--- src/rtl/gate_bcd_counter.sv ---
// ----------------------------------------------------------------------------
// gate_bcd_counter: range-selected gate window with a 4-digit BCD edge counter.
// Rev 1.0
// ----------------------------------------------------------------------------
`timescale 1ns/1ps
`default_nettype none

module gate_bcd_counter #(
  parameter int GATE_1S = 100000000,
  parameter int GW      = 27
) (
  input  logic        clk,
  input  logic        clear_n,
  input  logic        reset,
  input  logic [1:0]  std_f_sel,
  input  logic        fin,
  output logic        cntover,
  output logic        cntlow,
  output logic [15:0] q,
  output logic [1:0]  q_range,
  output logic        valid
);

  localparam logic [GW-1:0] LOAD_1K   = GW'(GATE_1S - 1);
  localparam logic [GW-1:0] LOAD_10K  = GW'(GATE_1S / 10 - 1);
  localparam logic [GW-1:0] LOAD_100K = GW'(GATE_1S / 100 - 1);

  typedef enum logic [1:0] {
    ST_ARM  = 2'd0,
    ST_GATE = 2'd1,
    ST_DONE = 2'd2
  } state_t;

  state_t        state_q, state_d;
  logic [GW-1:0] gate_cnt_q, gate_cnt_d;
  logic [15:0]   cnt_q, cnt_d;
  logic          ovf_q, ovf_d;
  logic [1:0]    rng_q, rng_d;
  logic          s1_q, s1_d, s2_q, s2_d, s3_q, s3_d;
  logic [15:0]   q_q, q_d;
  logic [1:0]    q_range_q, q_range_d;
  logic          valid_q, valid_d;
  logic          cntover_q, cntover_d;
  logic          cntlow_q, cntlow_d;

  logic          rise;
  logic [15:0]   inc_sum;
  logic          inc_carry;

  // Ripple +1 across the four BCD digits; bit 16 is the carry out of d3.
  function automatic logic [16:0] bcd_inc(input logic [15:0] v);
    logic [15:0] r;
    logic        c;
    r = v;
    c = 1'b1;
    for (int i = 0; i < 4; i++) begin
      if (c) begin
        if (v[i*4 +: 4] == 4'd9) begin
          r[i*4 +: 4] = 4'd0;
        end else begin
          r[i*4 +: 4] = v[i*4 +: 4] + 4'd1;
          c = 1'b0;
        end
      end
    end
    return {c, r};
  endfunction

  always_comb begin
    state_d    = state_q;
    gate_cnt_d = gate_cnt_q;
    cnt_d      = cnt_q;
    ovf_d      = ovf_q;
    rng_d      = rng_q;
    q_d        = q_q;
    q_range_d  = q_range_q;
    valid_d    = 1'b0;
    cntover_d  = 1'b0;
    cntlow_d   = 1'b0;

    s1_d = fin;
    s2_d = s1_q;
    s3_d = s2_q;
    rise = s2_q & ~s3_q;

    {inc_carry, inc_sum} = bcd_inc(cnt_q);

    case (state_q)
      ST_ARM: begin
        cnt_d = 16'h0000;
        ovf_d = 1'b0;
        rng_d = std_f_sel;
        case (std_f_sel)
          2'b11:   gate_cnt_d = LOAD_1K;
          2'b00:   gate_cnt_d = LOAD_100K;
          default: gate_cnt_d = LOAD_10K;
        endcase
        state_d = ST_GATE;
      end
      ST_GATE: begin
        if (rise && !ovf_q) begin
          if (inc_carry) begin
            ovf_d = 1'b1;
            cnt_d = 16'h9999;
          end else begin
            cnt_d = inc_sum;
          end
        end
        if (gate_cnt_q == '0) begin
          state_d = ST_DONE;
        end else begin
          gate_cnt_d = gate_cnt_q - GW'(1);
        end
      end
      ST_DONE: begin
        q_d       = cnt_q;
        q_range_d = rng_q;
        valid_d   = 1'b1;
        cntover_d = ovf_q;
        cntlow_d  = ~ovf_q & (cnt_q[15:12] == 4'd0);
        state_d   = ST_ARM;
      end
      default: state_d = ST_ARM;
    endcase

    // Restart aborts whatever is in progress and suppresses its report.
    if (reset) begin
      state_d   = ST_ARM;
      q_d       = q_q;
      q_range_d = q_range_q;
      valid_d   = 1'b0;
      cntover_d = 1'b0;
      cntlow_d  = 1'b0;
    end
  end

  always_ff @(posedge clk) begin
    if (!clear_n) begin
      state_q    <= ST_ARM;
      gate_cnt_q <= '0;
      cnt_q      <= 16'h0000;
      ovf_q      <= 1'b0;
      rng_q      <= 2'b01;
      s1_q       <= 1'b0;
      s2_q       <= 1'b0;
      s3_q       <= 1'b0;
      q_q        <= 16'h0000;
      q_range_q  <= 2'b01;
      valid_q    <= 1'b0;
      cntover_q  <= 1'b0;
      cntlow_q   <= 1'b0;
    end else begin
      state_q    <= state_d;
      gate_cnt_q <= gate_cnt_d;
      cnt_q      <= cnt_d;
      ovf_q      <= ovf_d;
      rng_q      <= rng_d;
      s1_q       <= s1_d;
      s2_q       <= s2_d;
      s3_q       <= s3_d;
      q_q        <= q_d;
      q_range_q  <= q_range_d;
      valid_q    <= valid_d;
      cntover_q  <= cntover_d;
      cntlow_q   <= cntlow_d;
    end
  end

  assign q       = q_q;
  assign q_range = q_range_q;
  assign valid   = valid_q;
  assign cntover = cntover_q;
  assign cntlow  = cntlow_q;

endmodule

`default_nettype wire

--- config.mk ---
export PLATFORM = sky130hd
export DESIGN_NAME = gate_bcd_counter
export DESIGN_NICKNAME = d
export VERILOG_FILES = /design/src/rtl/gate_bcd_counter.sv
export SDC_FILE = /design/constraint.sdc
export NUM_CORES = 1
export LEC_CHECK = 0
export CAP_MARGIN = 20
export CORE_MARGIN = 2
export CORE_UTILIZATION = 39
export DETAILED_ROUTE_END_ITERATION = 16
export DONT_BUFFER_PORTS = 1
export GPL_TIMING_DRIVEN = 0
export HOLD_SLACK_MARGIN = 0.02
export PLACE_DENSITY_LB_ADDON = 0.15
export SYNTH_ARGS = -nofsm -noshare
export SYNTH_HDL_FRONTEND = slang
export SYNTH_SLANG_ARGS = --single-unit
--- constraint.sdc ---
create_clock -name clk -period 2.55 [get_ports clk]
set_clock_uncertainty 0.2 [all_clocks]
set_input_delay 0.3825 -clock clk [delete_from_list [all_inputs] [get_ports clk]]
set_output_delay 0.3825 -clock clk [all_outputs]
set_load 0.02 [all_outputs]
==> flow_metrics.tcl, run 1 <==
set metrics [dict create \
    row_count 35 \
    initial_core_util 0.4049 \
    hold_ws_ps 19.08 \
    maxSlewViolCount 0 \
    core_area_um2 9284 \
    hold_path.class "in2reg" \
    vias_per_cell 5.565 \
    pwr-share-comb 0.095 \
    via_count 3445 \
    synth_async_sr_flop_share 0 \
    grt_use_total 0.2072 \
    drive_above_1_share 0.08776 \
    ir_drop_uv 281.5 \
    grt_pass1_vias 3235 \
    worstSetupPathType "reg2reg" \
    tns_ps 0 \
    htreeDepth 3 \
    synth_edf_count 0 \
    antenna_left 0 \
    seq_power_share 0.483 \
    place_congestion 0.7883 \
    fin_ws_ps 77.49 \
    p_per_area_nw_per_um2 590.7 \
    status "finished clean" \
    critPathRequiredTime_ps 2620 \
    place_area_um2 3920 \
    synth_ff_type "dfxtp_1" \
    synth.top_cells.by_count "nand2_1, dfxtp_1, a21oi_1" \
    area_growth_pct 11.65 \
    fin_area_um2 4197 \
    drt_pass1_iterations 7 \
    synthCells 469 \
    clk_path_buf_depth 2 \
    endpoint_kind "flop" \
    r2r-start "state_q[0]" \
    fin_util 0.4520 \
    startpoint "state_q[0]" \
    finalPower_mw 2.479 \
    syn_area_per_cell_um2 8.014 \
    portBuffers 0 \
    critPathMaxFanout 10 \
    ys_warn_count 0 \
    maxCapViolCount 0 \
    netlist_area_um2 3759 \
    yosys_register_bits 72 \
    ys_seq_area_frac 0.3835 \
    antenna_cells 0 \
    nNetsFinal 505 \
    worst_pin_slew_ps 647.0 \
    synth_area_leader_cell "dfxtp_1" \
    cp.arrival_ps 2540 \
    die_x_um 102.2 \
    detailed_place_hpwl_mm 7.080 \
    dieHeight_um 102.2 \
    fin_cells 619 \
    p_leak_nw 1.537 \
    die_area_um2 10440 \
    synth_top_area_frac 0.3835 \
    grt_pass1_wl_mm 16.74 \
    fmax_mhz 404.4 \
    ys_types 64 \
    p_int_mw 1.805 \
    grt_max_degree 15 \
    syn-num-nets 489 \
    wl_per_cell_um 16.49 \
    cts_made_buffers 9 \
    dp_cells 598 \
    layout_min_cycle_time_ps 2473 \
    setup-violations-final 0 \
    ios 27 \
    routed_wl_mm 10.21 \
    fin_crit_sh 0.9696 \
    switching_share 0.2719 \
    startpoint_type "flop" \
    path_clk_slew_ps 80 \
    clk_latency_ps 360 \
    relSlewSlack 0.5654 \
    clock_sinks 72 \
    synth.area.top_cells "dfxtp_1, a21oi_1, nand2_1" \
    p_sw_uw 674.1 \
    drt-initial-drc-count 155 \
    holdCritStartpoint "reset" \
    dp_slack_ps 16.60 \
    cts_root_buf "clkbuf_8" \
    cts_tree "done" \
    clkPwrFrac 0.423 \
    yosysMostFrequentCell "nand2_1" \
    hold_viol 0 \
    rsz0062_at_grt "yes" \
    antenna_found_initial 0 \
    grt_overflow 0 \
    drc 0 \
]
[power by group through the flow]
stage	Clock [mW]	Sequential, mW	Combinational [mW]
global route	1.12	1.20	0.263
detailed placement	0	1.22	0.227
CTS	1.06	1.20	0.232
global placement	0	1.22	0.224
finish	1.05	1.20	0.235
floorplan	0	1.21	0.172
[what timing repair did]
item | in CTS | in global routing
setup endpoints to repair | 0 | 14
setup buffers | 0 | 1
hold buffers | 3 | 0
resized for setup | 0 | 2
hold endpoints to repair | 5 | 0
[routing by layer]
metal	share of wire	up-vias	wire [µm]	GRT usage
met4	0.019	0	190	0.08308
li1	-	1717	-	-
met1	0.46	1626	4677	0.2751
met5	0	-	0	0
met3	0.047	15	480	0.03010
met2	0.48	87	4861	0.3391
[cells in the final DEF (no fill, tap or decap), types with 6 or more instances in the layout]
master    synthesis  routed
a31oi_1          10      10
o21ai_1          10       9
a21oi_1          56      56
or3_1             7       7
clkbuf_8          0       9
clkbuf_1         14      14
ha_1             14      14
inv_1            12      12
nor2_1           40      40
nor4_1            6       6
nand3_1          13      13
dfxtp_1          72      72
nor3_1            9       9
nand2_1          73      73
or4_1             6       6
o21ai_0          23      23
[kinds of logic after synthesis]
logic type,Yosys count,share of synthesized area
simple gates,201,0.2870
compound gates,136,0.2184
flops,72,0.3835
mux,4,0.01065
buf+inv,39,0.04693
xor+xnor,3,0.006992
fa+ha+maj,14,0.04661
[final timing paths]
check	slack [ps]	cells past startpoint	end
worst max-delay path	80	6	cnt_q[10]
worst min-delay path	20	2	state_q[0]
worst max register to register	80	6	cnt_q[10]
worst min register to register	240	1	s2_q
[flip-flops by register name (all words and copies together) (netlist names), 2 cells and up]
signal      cells
cnt_q          16
state_q         2
rng_q           2
q_range         2
q              16
gate_cnt_q     27
[final cells by class]
class	instances	area [µm²]
clock buffers	9	123.9
fillers	966	5087
plain buffers	25	123.9
repair buffers	5	42.54
multi-input cells	358	2151
well taps	129	161.4
clock inverters	7	100.1
flip-flops and latches	72	1441
inverters	14	52.55
[critical path, cell delays in order (launching register included)]
cell,delay [ps]
dfxtp_1,310
buf_2,210
nor2b_1,310
clkbuf_1,550
nand2_1,130
or4b_1,500
a21oi_1,190
No activity file was read; power rests on OpenSTA's default activity.
==> run 2: changes to the inputs <==
ABC_AREA = 1   (was not set)
==> run 2 against run 1 <==
Net effect:
- global-route usage grew 0.13 points
- power grew 1.1%
- register-to-register slack gained 400 ps
- clock power shrank 10%
- sequential cell count is the same
- critical endpoint is now gate_cnt_q[10]
- largest power group unchanged
==> flow_metrics.tcl, run 2 <==
set metrics [dict create \
    status "finished clean" \
    antenna_cells 0 \
    antenna_left 0 \
    holdCritStartpoint "std_f_sel[0]" \
    place_congestion 0.9007 \
    fin_cells 739 \
    regMostFlops "gate_cnt_q" \
    fin_util 0.4383 \
    critPathMaxFanout 10 \
    relSlewSlack 0.5973 \
    seq_power_share 0.482 \
    drive_above_1_share 0.07096 \
    synth_top_area_frac 0.3761 \
    layout_min_cycle_time_ps 2077 \
    synth_edf_count 0 \
    detailed_place_hpwl_mm 7.896 \
    grt_pass1_wl_mm 17.08 \
    p_sw_uw 770.7 \
    largest_reg_flops 27 \
    grt_pass1_vias 3434 \
    layout_common_cells "nand2_1, nor2_1, dfxtp_1, inv_1, nand3_1" \
    synth.area.top_cells "dfxtp_1, nand2_1, nor2_1" \
    grt_use_total 0.2084 \
    finalPower_mw 2.507 \
    place_area_um2 3999 \
    dieHeight_um 103.1 \
    ios 27 \
    clkPwrFrac 0.375 \
    fin_area_um2 4225 \
    antenna_found_initial 0 \
    switching_share 0.3074 \
    grt_overflow 0 \
    cp.arrival_ps 2140 \
    hold_path.class "in2reg" \
    die_area_um2 10640 \
    ys_seq_area_frac 0.3761 \
    cts_made_buffers 9 \
    clk_path_buf_depth 2 \
    synth_async_sr_flop_share 0 \
    nNetsFinal 621 \
    tns_ps 0 \
    drt_pass1_iterations 5 \
    path_clk_slew_ps 90 \
    yosysMostFrequentCell "nand2_1" \
    cts_resized 0 \
    r2r-start "gate_cnt_q[0]" \
    initial_core_util 0.3976 \
    worstSetupPathType "reg2reg" \
    synth_area_leader_cell "dfxtp_1" \
    portBuffers 0 \
    wl_per_cell_um 14.18 \
    yosys_register_bits 72 \
    cts_tree "done" \
    row_count 36 \
    routed_wl_mm 10.48 \
    hold_viol 0 \
    core_area_um2 9639 \
    clk_latency_ps 360 \
    rsz0062_at_grt "no" \
    p_per_area_nw_per_um2 593.4 \
    grt_max_degree 14 \
    drt-initial-drc-count 214 \
    fmax_mhz 481.5 \
    critPathRequiredTime_ps 2610 \
    synthCells 587 \
    area_growth_pct 10.25 \
    netlist_area_um2 3832 \
    die_x_um 103.1 \
    maxSlewViolCount 0 \
    ys_types 33 \
    r2r_cells 12 \
    endpoint_kind "flop" \
    pwr-share-comb 0.143 \
    p_int_mw 1.737 \
    regToRegSetupSlack_ps 470 \
    ys_warn_count 0 \
    drc 0 \
    syn_area_per_cell_um2 6.529 \
    synth_ff_type "dfxtp_1" \
    syn-num-nets 607 \
    vias_per_cell 5.139 \
    cts_root_buf "clkbuf_8" \
    r2r-end "gate_cnt_q[10]" \
    ir_drop_uv 305.7 \
    p_leak_nw 1.875 \
    htreeDepth 3 \
    dp_cells 720 \
    startpoint_type "flop" \
    final_common_cell "nand2_1" \
    fin_crit_sh 0.8145 \
    synth.top_cells.by_count "nand2_1, nor2_1, dfxtp_1" \
    whs_path_depth 2 \
    clock_sinks 72 \
    worst_pin_slew_ps 604.0 \
    setup-violations-final 0 \
    via_count 3798 \
    hold_end "rng_q[0]" \
    maxCapViolCount 0 \
]
[run 2: final cells by class]
| cell class | count | area, µm² |
|---|---|---|
| fill | 1029 | 5414 |
| multi-input combinational | 425 | 2034 |
| sequential | 72 | 1441 |
| inverter | 71 | 266.5 |
| tap | 133 | 166.4 |
| clock buffer | 10 | 127.6 |
| buffer | 19 | 90.09 |
| clock inverter | 6 | 68.82 |
| timing repair buffer | 3 | 30.03 |
[run 2: worst max-delay path by stage]
stage | startpoint | to | slack (ps) | cells past startpoint
3_5_place_dp | clear_n | cnt_q[15] | 370 | 5
6_report | gate_cnt_q[0] | gate_cnt_q[10] | 470 | 12
5_1_grt | gate_cnt_q[0] | gate_cnt_q[20] | 210 | 12
2_1_floorplan | gate_cnt_q[0] | gate_cnt_q[14] | 770 | 12
4_1_cts | gate_cnt_q[0] | gate_cnt_q[10] | 470 | 12
3_3_place_gp | clear_n | cnt_q[8] | 420 | 5
[run 2: metal layers]
| layer | track usage | part of all wire | vias up |
|---|---|---|---|
| li1 | - | - | 1929 |
| met1 | 0.2611 | 0.45 | 1753 |
| met2 | 0.3467 | 0.47 | 95 |
| met3 | 0.04949 | 0.051 | 21 |
| met4 | 0.08097 | 0.024 | 0 |
| met5 | 0 | 0 | - |
[run 2: cell families after synthesis]
kind of cell	count (synthesis)	synth area share
compound gates	106	0.1453
xor+xnor	2	0.004572
fa+ha+maj	14	0.04571
buf+inv	90	0.09304
flops	72	0.3761
simple gates	303	0.3353
[run 2: worst max-delay path: stages, from the launching register on]
cell     delay, ps
dfxtp_1        300
inv_1          120
ha_1           230
nand2_1         70
nor2_1         140
nand2_1         80
nor2_1         120
nand2_2        120
nand2_4        110
nand2_4         70
buf_2          210
o21ai_1        170
nor2_1          50
[run 2: power groups by stage]
| stage | combinational (mW) | sequential (mW) | clock, mW |
|---|---|---|---|
| finish | 0.359 | 1.21 | 0.940 |
| detailed placement | 0.353 | 1.23 | 0 |
| global route | 0.411 | 1.21 | 1.00 |
| floorplan | 0.273 | 1.22 | 0 |
| CTS | 0.359 | 1.21 | 0.957 |
| global placement | 0.349 | 1.23 | 0 |
[run 2: repair_timing]
item	CTS	global route
setup buffers	0	0
hold buffers	3	0
endpoints found under the hold margin	4	0
[run 2: metrics by stage]
step	setup slack, ps	hold WS, ps
2_1_floorplan	775.0	190.5
3_3_place_gp	422.5	196.0
3_5_place_dp	374.0	198.8
4_1_cts	474.5	55.33
5_1_grt	206.9	86.36
6_report	473.1	67.18
==> run 3: changes to the inputs <==
clock period = 1.8 ns   (was 2.55 ns; I/O delays follow)
==> run 3 against run 2 <==
Net effect:
- non-clock buffer count grew 25
- sequential share of layout area shrank 4.7 points
- design area grew 18%
- global-route usage grew 1.0 points
- the run now ends with negative setup slack left
- register-to-register slack lost 550 ps
- largest power group unchanged
- largest cell class unchanged
- critical path type unchanged
==> flow_metrics.tcl, run 3 (synthesis results as in run 2) <==
set metrics [dict create \
    critPathRequiredTime_ps 1820 \
    antenna_found_initial 0 \
    path_clk_slew_ps 90 \
    fmax_mhz 532.3 \
    relSlewSlack 0.5472 \
    row_count 36 \
    endpoint_kind "flop" \
    clk_path_buf_depth 2 \
    final_common_cell "nand2_1" \
    via_count 3998 \
    grt_pass1_vias 3623 \
    area_growth_pct 29.81 \
    setup-violations-final 27 \
    hold_path.class "in2reg" \
    regMostFlops "gate_cnt_q" \
    layout_min_cycle_time_ps 1879 \
    portBuffers 0 \
    drt-initial-drc-count 160 \
    cts_tree "done" \
    regArea_um2 1464 \
    status "finished, violations left" \
    hold_end "valid" \
    ir_drop_uv 407.7 \
    fill_cells 960 \
    grt_use_total 0.2188 \
    drc 0 \
    die_x_um 103.1 \
    antenna_cells 0 \
    maxCapViolCount 0 \
    worstSetupPathType "reg2reg" \
    wl_per_cell_um 15.14 \
    core_area_um2 9639 \
    whs_path_depth 3 \
    htreeDepth 3 \
    multi_input_area_um2 2429 \
    holdCritStartpoint "reset" \
    die_area_um2 10640 \
    routed_wl_mm 11.57 \
    detailed_place_hpwl_mm 7.896 \
    antenna_left 0 \
    layout_common_cells "nand2_1, nor2_1, dfxtp_1, inv_1, nand3_1" \
    grt_pass1_wl_mm 17.86 \
    maxSlewViolCount 0 \
    drive_above_1_share 0.2805 \
    fin_crit_sh 1.044 \
    r2r_cells 11 \
    cp.arrival_ps 1900 \
    r2r-end "gate_cnt_q[12]" \
    cts_made_buffers 9 \
    hold_ws_ps 91.52 \
    clk_latency_ps 360 \
    startpoint_type "flop" \
    dieHeight_um 103.1 \
    finalPower_mw 3.759 \
    critPathMaxFanout 8 \
    ios 27 \
    grt_max_degree 14 \
    dp_cells 720 \
    rsz0062_at_grt "yes" \
    fin_ws_ps -78.63 \
    largest_reg_flops 27 \
    place_congestion 0.9007 \
    violations "negative setup slack" \
    cts_root_buf "clkbuf_8" \
    p_per_area_nw_per_um2 755.7 \
    drt_pass1_iterations 5 \
    fin_cells 764 \
    initial_core_util 0.3976 \
    clock_sinks 72 \
    vias_per_cell 5.233 \
    r2r-start "gate_cnt_q[17]" \
    fin_util 0.5161 \
    hold_viol 0 \
    nNetsFinal 646 \
    regToRegSetupSlack_ps -80 \
    grt_overflow 0 \
    p_leak_nw 2.119 \
    worst_pin_slew_ps 679.2 \
]
-- run 3: worst max-delay path by stage --
stage | startpoint | end | slack [ps] | cells after the start
after floorplan | gate_cnt_q[0] | gate_cnt_q[14] | 20 | 12
after global placement | gate_cnt_q[0] | gate_cnt_q[14] | -260 | 12
after detailed placement | gate_cnt_q[0] | gate_cnt_q[10] | -270 | 12
after CTS | gate_cnt_q[0] | gate_cnt_q[10] | -70 | 12
after global routing | gate_cnt_q[17] | gate_cnt_q[8] | -170 | 12
final | gate_cnt_q[17] | gate_cnt_q[12] | -80 | 11
-- run 3: metrics by stage --
step	setup slack, ps	area (µm²)	setup TNS, ps
finish	-78.63	4975	-1475
global route	-169.3	4975	-3764
floorplan	24.97	3832	0
CTS	-72.24	4601	-1051
global placement	-262.7	3999	-7648
detailed placement	-275.0	3999	-8384
-- run 3: what timing repair did --
| item | in CTS | in global routing |
|---|---|---|
| resized for setup | 64 | 92 |
| buffers inserted | 14 | 6 |
| endpoints found under the setup margin | 51 | 65 |
| pin swaps | 12 | 23 |
| endpoints found under the hold margin | 5 | 0 |
| cloned | 2 | 2 |
| hold buffers | 4 | 0 |
-- run 3: report_power, final --
part / total [mW] / internal, mW / switching [mW]
sequential: 1.73 / 1.65 / 0.0778
clock: 1.33 / 0.648 / 0.685
combinational: 0.695 / 0.264 / 0.431
total: 3.76 / 2.57 / 1.19
-- run 3: cell type report --
cell class,instances,share of cell area
multi-input combinational,425,0.4882
tap,133,0.03345
buffer,19,0.02741
sequential,72,0.2943
inverter,71,0.05407
clock buffer,10,0.02565
timing repair buffer,28,0.06313
clock inverter,6,0.01383
-- run 3: critical path: stages, from the launching register on --
cell     delay (ps)
dfxtp_1         370
inv_1           110
nand2_1          70
nor2_1          130
nand2_1          80
nor2_2          110
nand2_2         120
nand2_4         120
nand2_8         120
buf_16          180
nand2_1          70
a21oi_1          60
-- run 3: metal layers --
layer	up-vias	wire length (µm)	track usage	part of all wire
li1	1988	-	-	-
met1	1857	4876	0.2655	0.42
met2	121	5741	0.3796	0.50
met3	32	630	0.05017	0.054
met4	0	321	0.07692	0.028
met5	-	0	0	0
